### config.mk
export PLATFORM = sky130hd
export DESIGN_NAME = mem_port_arbiter
export DESIGN_NICKNAME = d
export VERILOG_FILES = /design/src/rtl/mem_port_arbiter.sv
export SDC_FILE = /design/constraint.sdc
export NUM_CORES = 1
export LEC_CHECK = 0
export ABC_AREA = 1
export CORE_MARGIN = 2
export CORE_UTILIZATION = 44
export CTS_BUF_LIST = sky130_fd_sc_hd__clkbuf_4 sky130_fd_sc_hd__clkbuf_8
export CTS_CLUSTER_SIZE = 10
export DETAILED_ROUTE_END_ITERATION = 8
export PLACE_DENSITY = 0.95
export SLEW_MARGIN = 20
export SYNTH_ARGS = -nofsm -noshare
export SYNTH_HDL_FRONTEND = slang
export SYNTH_SLANG_ARGS = --single-unit
### constraint.sdc
create_clock -name clk -period 2.1 [get_ports clk]
set_input_delay 0.42 -clock clk [delete_from_list [all_inputs] [get_ports clk]]
set_output_delay 0.42 -clock clk [all_outputs]
set_load 0.005 [all_outputs]
### src/rtl/mem_port_arbiter.sv
// mem_port_arbiter: shares one memory port between instruction fetch and
// data (lw/sw) requesters. Data has priority, but after DBURST consecutive
// data grants while fetch waits, fetch is served. Every access has a bounded
// latency of TIMEOUT cycles, after which it is aborted with err.
//
// Handshake: a requester raises x_req with stable address/data and holds it
// until the one-cycle x_done pulse. The memory side sees mem_req held high
// with stable mem_* fields until a one-cycle mem_ack, or until the arbiter
// aborts on timeout. mem_ack while mem_req is low is ignored.
module mem_port_arbiter #(
    parameter int ADDR_W  = 32,
    parameter int DATA_W  = 32,
    parameter int DBURST  = 4,
    parameter int TIMEOUT = 15
) (
    input  logic              clk,
    input  logic              reset,
    input  logic              if_req,
    input  logic [ADDR_W-1:0] if_addr,
    output logic [DATA_W-1:0] if_rdata,
    output logic              if_done,
    output logic              if_stall,
    input  logic              d_req,
    input  logic              d_we,
    input  logic [ADDR_W-1:0] d_addr,
    input  logic [DATA_W-1:0] d_wdata,
    output logic [DATA_W-1:0] d_rdata,
    output logic              d_done,
    output logic              d_stall,
    output logic              err,
    output logic              mem_req,
    output logic              mem_we,
    output logic [ADDR_W-1:0] mem_addr,
    output logic [DATA_W-1:0] mem_wdata,
    input  logic [DATA_W-1:0] mem_rdata,
    input  logic              mem_ack,
    output logic [1:0]        dbg_state
);

    localparam int BW = $clog2(DBURST + 1);
    localparam int TW = $clog2(TIMEOUT + 1);
    localparam logic [BW-1:0] BURST_MAX = BW'(DBURST);
    localparam logic [TW-1:0] TMO_LAST  = TW'(TIMEOUT - 1);

    typedef enum logic [1:0] {
        S_IDLE   = 2'd0,
        S_BUSY_I = 2'd1,
        S_BUSY_D = 2'd2,
        S_DONE   = 2'd3
    } state_t;

    state_t            state_q, state_d;
    logic [BW-1:0]     burst_q, burst_d;
    logic [TW-1:0]     tmo_q, tmo_d;
    logic              mem_req_q, mem_req_d;
    logic              mem_we_q, mem_we_d;
    logic [ADDR_W-1:0] mem_addr_q, mem_addr_d;
    logic [DATA_W-1:0] mem_wdata_q, mem_wdata_d;
    logic [DATA_W-1:0] if_rdata_q, if_rdata_d;
    logic [DATA_W-1:0] d_rdata_q, d_rdata_d;
    logic              if_done_q, if_done_d;
    logic              d_done_q, d_done_d;
    logic              err_q, err_d;

    logic              grant_d;
    logic              grant_i;
    logic              busy;
    logic              timed_out;
    logic [DATA_W-1:0] ack_data;

    // Arbitration: data wins unless fetch is waiting and the data burst is used up.
    assign grant_d   = (state_q == S_IDLE) && d_req && (!if_req || (burst_q != BURST_MAX));
    assign grant_i   = (state_q == S_IDLE) && !grant_d && if_req;
    assign busy      = (state_q == S_BUSY_I) || (state_q == S_BUSY_D);
    // The last allowed cycle of an access; an ack in this same cycle still wins.
    assign timed_out = busy && !mem_ack && (tmo_q == TMO_LAST);
    // Stores return zero rather than whatever the bus happens to carry.
    assign ack_data  = mem_we_q ? '0 : mem_rdata;

    // State and datapath registers, synchronous active-high reset.
    always_ff @(posedge clk) begin
        if (reset) begin
            state_q     <= S_IDLE;
            burst_q     <= '0;
            tmo_q       <= '0;
            mem_req_q   <= 1'b0;
            mem_we_q    <= 1'b0;
            mem_addr_q  <= '0;
            mem_wdata_q <= '0;
            if_rdata_q  <= '0;
            d_rdata_q   <= '0;
            if_done_q   <= 1'b0;
            d_done_q    <= 1'b0;
            err_q       <= 1'b0;
        end else begin
            state_q     <= state_d;
            burst_q     <= burst_d;
            tmo_q       <= tmo_d;
            mem_req_q   <= mem_req_d;
            mem_we_q    <= mem_we_d;
            mem_addr_q  <= mem_addr_d;
            mem_wdata_q <= mem_wdata_d;
            if_rdata_q  <= if_rdata_d;
            d_rdata_q   <= d_rdata_d;
            if_done_q   <= if_done_d;
            d_done_q    <= d_done_d;
            err_q       <= err_d;
        end
    end

    // Next-state logic.
    always_comb begin
        state_d = state_q;
        case (state_q)
            S_IDLE: begin
                if (grant_d)      state_d = S_BUSY_D;
                else if (grant_i) state_d = S_BUSY_I;
            end
            S_BUSY_I, S_BUSY_D: begin
                if (mem_ack || timed_out) state_d = S_DONE;
            end
            S_DONE:  state_d = S_IDLE;
            default: state_d = S_IDLE;
        endcase
    end

    // Registered outputs, burst counter and timeout counter for the next cycle.
    always_comb begin
        burst_d     = burst_q;
        tmo_d       = tmo_q;
        mem_req_d   = mem_req_q;
        mem_we_d    = mem_we_q;
        mem_addr_d  = mem_addr_q;
        mem_wdata_d = mem_wdata_q;
        if_rdata_d  = if_rdata_q;
        d_rdata_d   = d_rdata_q;
        if_done_d   = 1'b0;
        d_done_d    = 1'b0;
        err_d       = 1'b0;
        case (state_q)
            S_IDLE: begin
                if (!if_req) begin
                    burst_d = '0;
                end else if (grant_d) begin
                    burst_d = (burst_q == BURST_MAX) ? burst_q : burst_q + BW'(1);
                end else begin
                    burst_d = '0;
                end
                if (grant_d) begin
                    mem_req_d   = 1'b1;
                    mem_we_d    = d_we;
                    mem_addr_d  = d_addr;
                    mem_wdata_d = d_wdata;
                    tmo_d       = '0;
                end else if (grant_i) begin
                    mem_req_d   = 1'b1;
                    mem_we_d    = 1'b0;
                    mem_addr_d  = if_addr;
                    mem_wdata_d = '0;
                    tmo_d       = '0;
                end
            end
            S_BUSY_I, S_BUSY_D: begin
                if (mem_ack || timed_out) begin
                    mem_req_d = 1'b0;
                    err_d     = timed_out;
                    if (state_q == S_BUSY_I) begin
                        if_done_d  = 1'b1;
                        if_rdata_d = timed_out ? '0 : ack_data;
                    end else begin
                        d_done_d  = 1'b1;
                        d_rdata_d = timed_out ? '0 : ack_data;
                    end
                end else begin
                    tmo_d = tmo_q + TW'(1);
                end
            end
            default: ;
        endcase
    end

    assign mem_req   = mem_req_q;
    assign mem_we    = mem_we_q;
    assign mem_addr  = mem_addr_q;
    assign mem_wdata = mem_wdata_q;
    assign if_rdata  = if_rdata_q;
    assign d_rdata   = d_rdata_q;
    assign if_done   = if_done_q;
    assign d_done    = d_done_q;
    assign err       = err_q;
    assign if_stall  = if_req & ~if_done_q;
    assign d_stall   = d_req & ~d_done_q;
    assign dbg_state = state_q;

endmodule

==> flow_metrics.py, run 1 <==
metrics = {
    "sta": {
        "whs_ps": 463.8,
        "slew_viol_final": 0,
        "setup_viol": 0,
        "hold_violations": 0,
        "fmax_mhz": 491.3,
        "fin_crit_sh": 0.9693,
        "tightest_slew_ps": 722.4,
        "finClkSkew_ps": 7.880,
        "period_minus_slack_ps": 2035,
        "maxSlewHeadroom": 0.5179,
        "rsz0062_at_grt": "false",
        "finalSetupTns_ps": 0,
    },
    "critical_path": {
        "critPathBufInv": 3,
        "cp_max_fo": 2,
        "crit_family": "buffers and inverters",
        "cpMaxStageDelayCell": "clkdlybuf4s50_1",
        "critPathMostFrequentCell": "clkdlybuf4s50_1",
        "cpPeakStageDelay_ps": 510,
        "worstPathCellList": "clkdlybuf4s50_1 -> inv_1 -> nor2_2 -> clkdlybuf4s50_1",
        "crit_arrival_ps": 1620,
        "worstSetupPathType": "input pin to output port",
        "end_kind": "output port",
        "start_kind": "input pin",
        "required_ps": 1680,
    },
    "floorplan": {
        "ios": 271,
        "die_y_um": 124.2,
        "core_area_sq_um": 13990,
        "fp.dieW_um": 124.2,
        "initial_core_util": 0.4545,
        "die-area_sq_um": 15430,
        "num_rows": 43,
    },
    "finish": {
        "fin_nets": 1314,
        "layout-drive-gt1-share": 0.07932,
        "num-fill-cells": 1149,
        "final_area_sq_um": 9656,
        "diodes": 0,
        "syn_to_final_growth_pct": 51.88,
        "fin_cells": 1365,
    },
    "routing": {
        "ant_nets": 0,
        "via_per_inst": 4.937,
        "vias": 6739,
        "drtPass1Iterations": 5,
        "wl_per_cell_um": 13.98,
        "first_iter_violations": 519,
        "routed_wl_um": 19090,
        "drc": 0,
    },
    "cts": {
        "h-tree-depth": 4,
        "cts_buffers": 17,
        "clk_pin_slew_worst_paths_ps": 70,
        "clock_sinks": 142,
        "ctsHoldBuffers": 0,
        "clk_latency_ps": 440,
        "cts_tree": "yes",
        "clockBufferDepth": 2,
        "root_buffer": "clkbuf_8",
    },
    "synthesis": {
        "synth_edf_count": 0,
        "syn_inst": 926,
        "synth_flop_cell": "dfxtp_1",
        "ys_top_cells_by_count": "nand2_1 (272), dfxtp_1 (142), nor2_1 (122)",
        "synth_area_per_cell_sq_um": 6.865,
        "yosys-top-cells-area": "dfxtp_1 (45%), nand2_1 (16%), nand3_1 (8.3%)",
        "synth_top_area_cell": "dfxtp_1",
        "yosysSeqAreaShare": 0.4472,
        "ys_seq_elements": 142,
        "synth_area_sq_um": 6357,
        "syn-num-nets": 1067,
        "yosysUniqueCellTypes": 25,
        "synth.top_cell.area_share": 0.4472,
        "yosysMostFrequentCell": "nand2_1",
        "async_reset_ff_frac": 0,
        "ys_warn_count": 0,
    },
    "place": {
        "placed_area_sq_um": 9245,
        "place_inst": 1334,
        "port_buffers": 270,
        "dp_hpwl_um": 13520,
        "place.gp.congestion": 0.8319,
    },
    "pwr": {
        "leakage_nw": 4.260,
        "power_mw": 10.55,
        "ir_drop_uv": 614.8,
        "power.density_nw_per_um2": 1092,
    },
    "global_route": {
        "grt_use_total": 0.2455,
        "grt_start_max_net_pins": 65,
        "grt_pass1_wl_um": 31230,
        "antenna_found_initial": 0,
        "grt_pass1_vias": 6506,
        "grt_remaining_overflow": 0,
    },
    "hold_path": {
        "hp-class": "flop to flop",
    },
    "run": {
        "drv_cap": 0,
    },
    "status": {
        "outcome": "finished, final reports clean",
    },
}
==> layout by cell type (no fill, tap or decap), types with 3 or more instances in the layout <==
master,instances
nand2_1,271
clkdlybuf4s50_1,270
dfxtp_1,142
nor2_1,121
nand3_1,106
inv_1,74
a21oi_1,66
or2_2,33
o21bai_1,25
clkbuf_8,18
buf_4,10
buf_12,9
ha_1,7
clkbuf_4,6
clkinv_2,4
inv_2,3
nor3_1,3
bufinv_16,3
==> routing by layer <==
metal	share of wire	GRT usage	up-vias
met5	0	0	-
met3	0.076	0.07014	58
li1	-	-	3365
met1	0.39	0.2839	3017
met2	0.49	0.4163	299
met4	0.041	0.1196	0
==> tightest hold or removal path: cells and delay by family (launching register included) <==
family | cells | cell delay, ps
and+or+nand+nor | 1 | 60
AOI/OAI and AO/OA | 1 | 50
DFF | 1 | 310
==> registers in the layout, indices dropped and copies added, names as in the netlist <==
name / count
burst_q: 3
d_done: 1
d_rdata: 32
dbg_state: 2
err: 1
if_done: 1
if_rdata: 32
mem_addr: 32
mem_req: 1
mem_wdata: 32
mem_we: 1
tmo_q: 4
==> stage by stage <==
step	util	setup slack [ps]
4_1_cts	0.6901	40.71
6_report	0.6903	64.51
2_1_floorplan	-	446.0
5_1_grt	0.6903	10.61
3_5_place_dp	0.6609	6.318
3_3_place_gp	0.6609	27.03
==> area by class of cell <==
type                    count  area, sq um  share of cell area
inverters                  80        304.0             0.03149
well taps                 180        225.2             0.02333
clock inverters             7        112.6             0.01166
flip-flops and latches    142         2843              0.2944
clock buffers              24        292.8             0.03032
repair buffers            289         2958              0.3063
multi-input cells         643         2920              0.3024
==> path summary, 6_finish.rpt <==
check	from	end	slack, ps	cells after the start
max	if_req	if_stall	60	4
min	mem_wdata[26]	mem_wdata[26]	460	2
max reg2reg	dbg_state[0]	if_rdata[28]	160	8
min reg2reg	mem_wdata[26]	mem_wdata[26]	460	2
==> power by group <==
part | internal [mW] | switching [mW] | total (mW) | leakage, nW
Clock | 1.27 | 0.991 | 2.26 | 0.211
Combinational | 2.30 | 2.30 | 4.60 | 2.89
Sequential | 3.33 | 0.348 | 3.68 | 1.16
==> timing repair <==
action | 4_1_cts | 5_1_grt
gates cloned | 0 | 0
resized for setup | 1 | 3
endpoints found under the setup margin | 1 | 26
hold endpoints to repair | 0 | 0
buffers inserted | 0 | 0
==> kinds of logic after synthesis <==
| logic type | after synthesis | synth area share |
|---|---|---|
| AO/OA/AOI/OAI | 94 | 0.08561 |
| XOR/XNOR | 1 | 0.001378 |
| adder cells (fa/ha/maj) | 7 | 0.01378 |
| AND/OR/NAND/NOR | 541 | 0.3578 |
| buffers and inverters | 141 | 0.09427 |
| flip-flops | 142 | 0.4472 |
Note: power is estimated with default switching activity, not from simulation.
==> run 2, diff against run 1 <==
--- a/config.mk
+++ b/config.mk
@@ -9,6 +9,7 @@
 export CORE_MARGIN = 2
 export CORE_UTILIZATION = 44
 export CTS_BUF_LIST = sky130_fd_sc_hd__clkbuf_4 sky130_fd_sc_hd__clkbuf_8
+export CTS_CLUSTER_DIAMETER = 40
 export CTS_CLUSTER_SIZE = 10
 export DETAILED_ROUTE_END_ITERATION = 8
 export PLACE_DENSITY = 0.95
==> results of run 2 <==
Same layout as run 1: the final DEF is identical, and so are final timing and power.
==> run 3, diff against run 2 <==
--- a/config.mk
+++ b/config.mk
@@ -12,8 +12,10 @@
 export CTS_CLUSTER_DIAMETER = 40
 export CTS_CLUSTER_SIZE = 10
 export DETAILED_ROUTE_END_ITERATION = 8
+export GPL_TIMING_DRIVEN = 1
 export PLACE_DENSITY = 0.95
 export SLEW_MARGIN = 20
 export SYNTH_ARGS = -nofsm -noshare
 export SYNTH_HDL_FRONTEND = slang
 export SYNTH_SLANG_ARGS = --single-unit
+export TNS_END_PERCENT = 100
==> results of run 3 <==
Same layout as run 1: the final DEF is identical, and so are final timing and power.
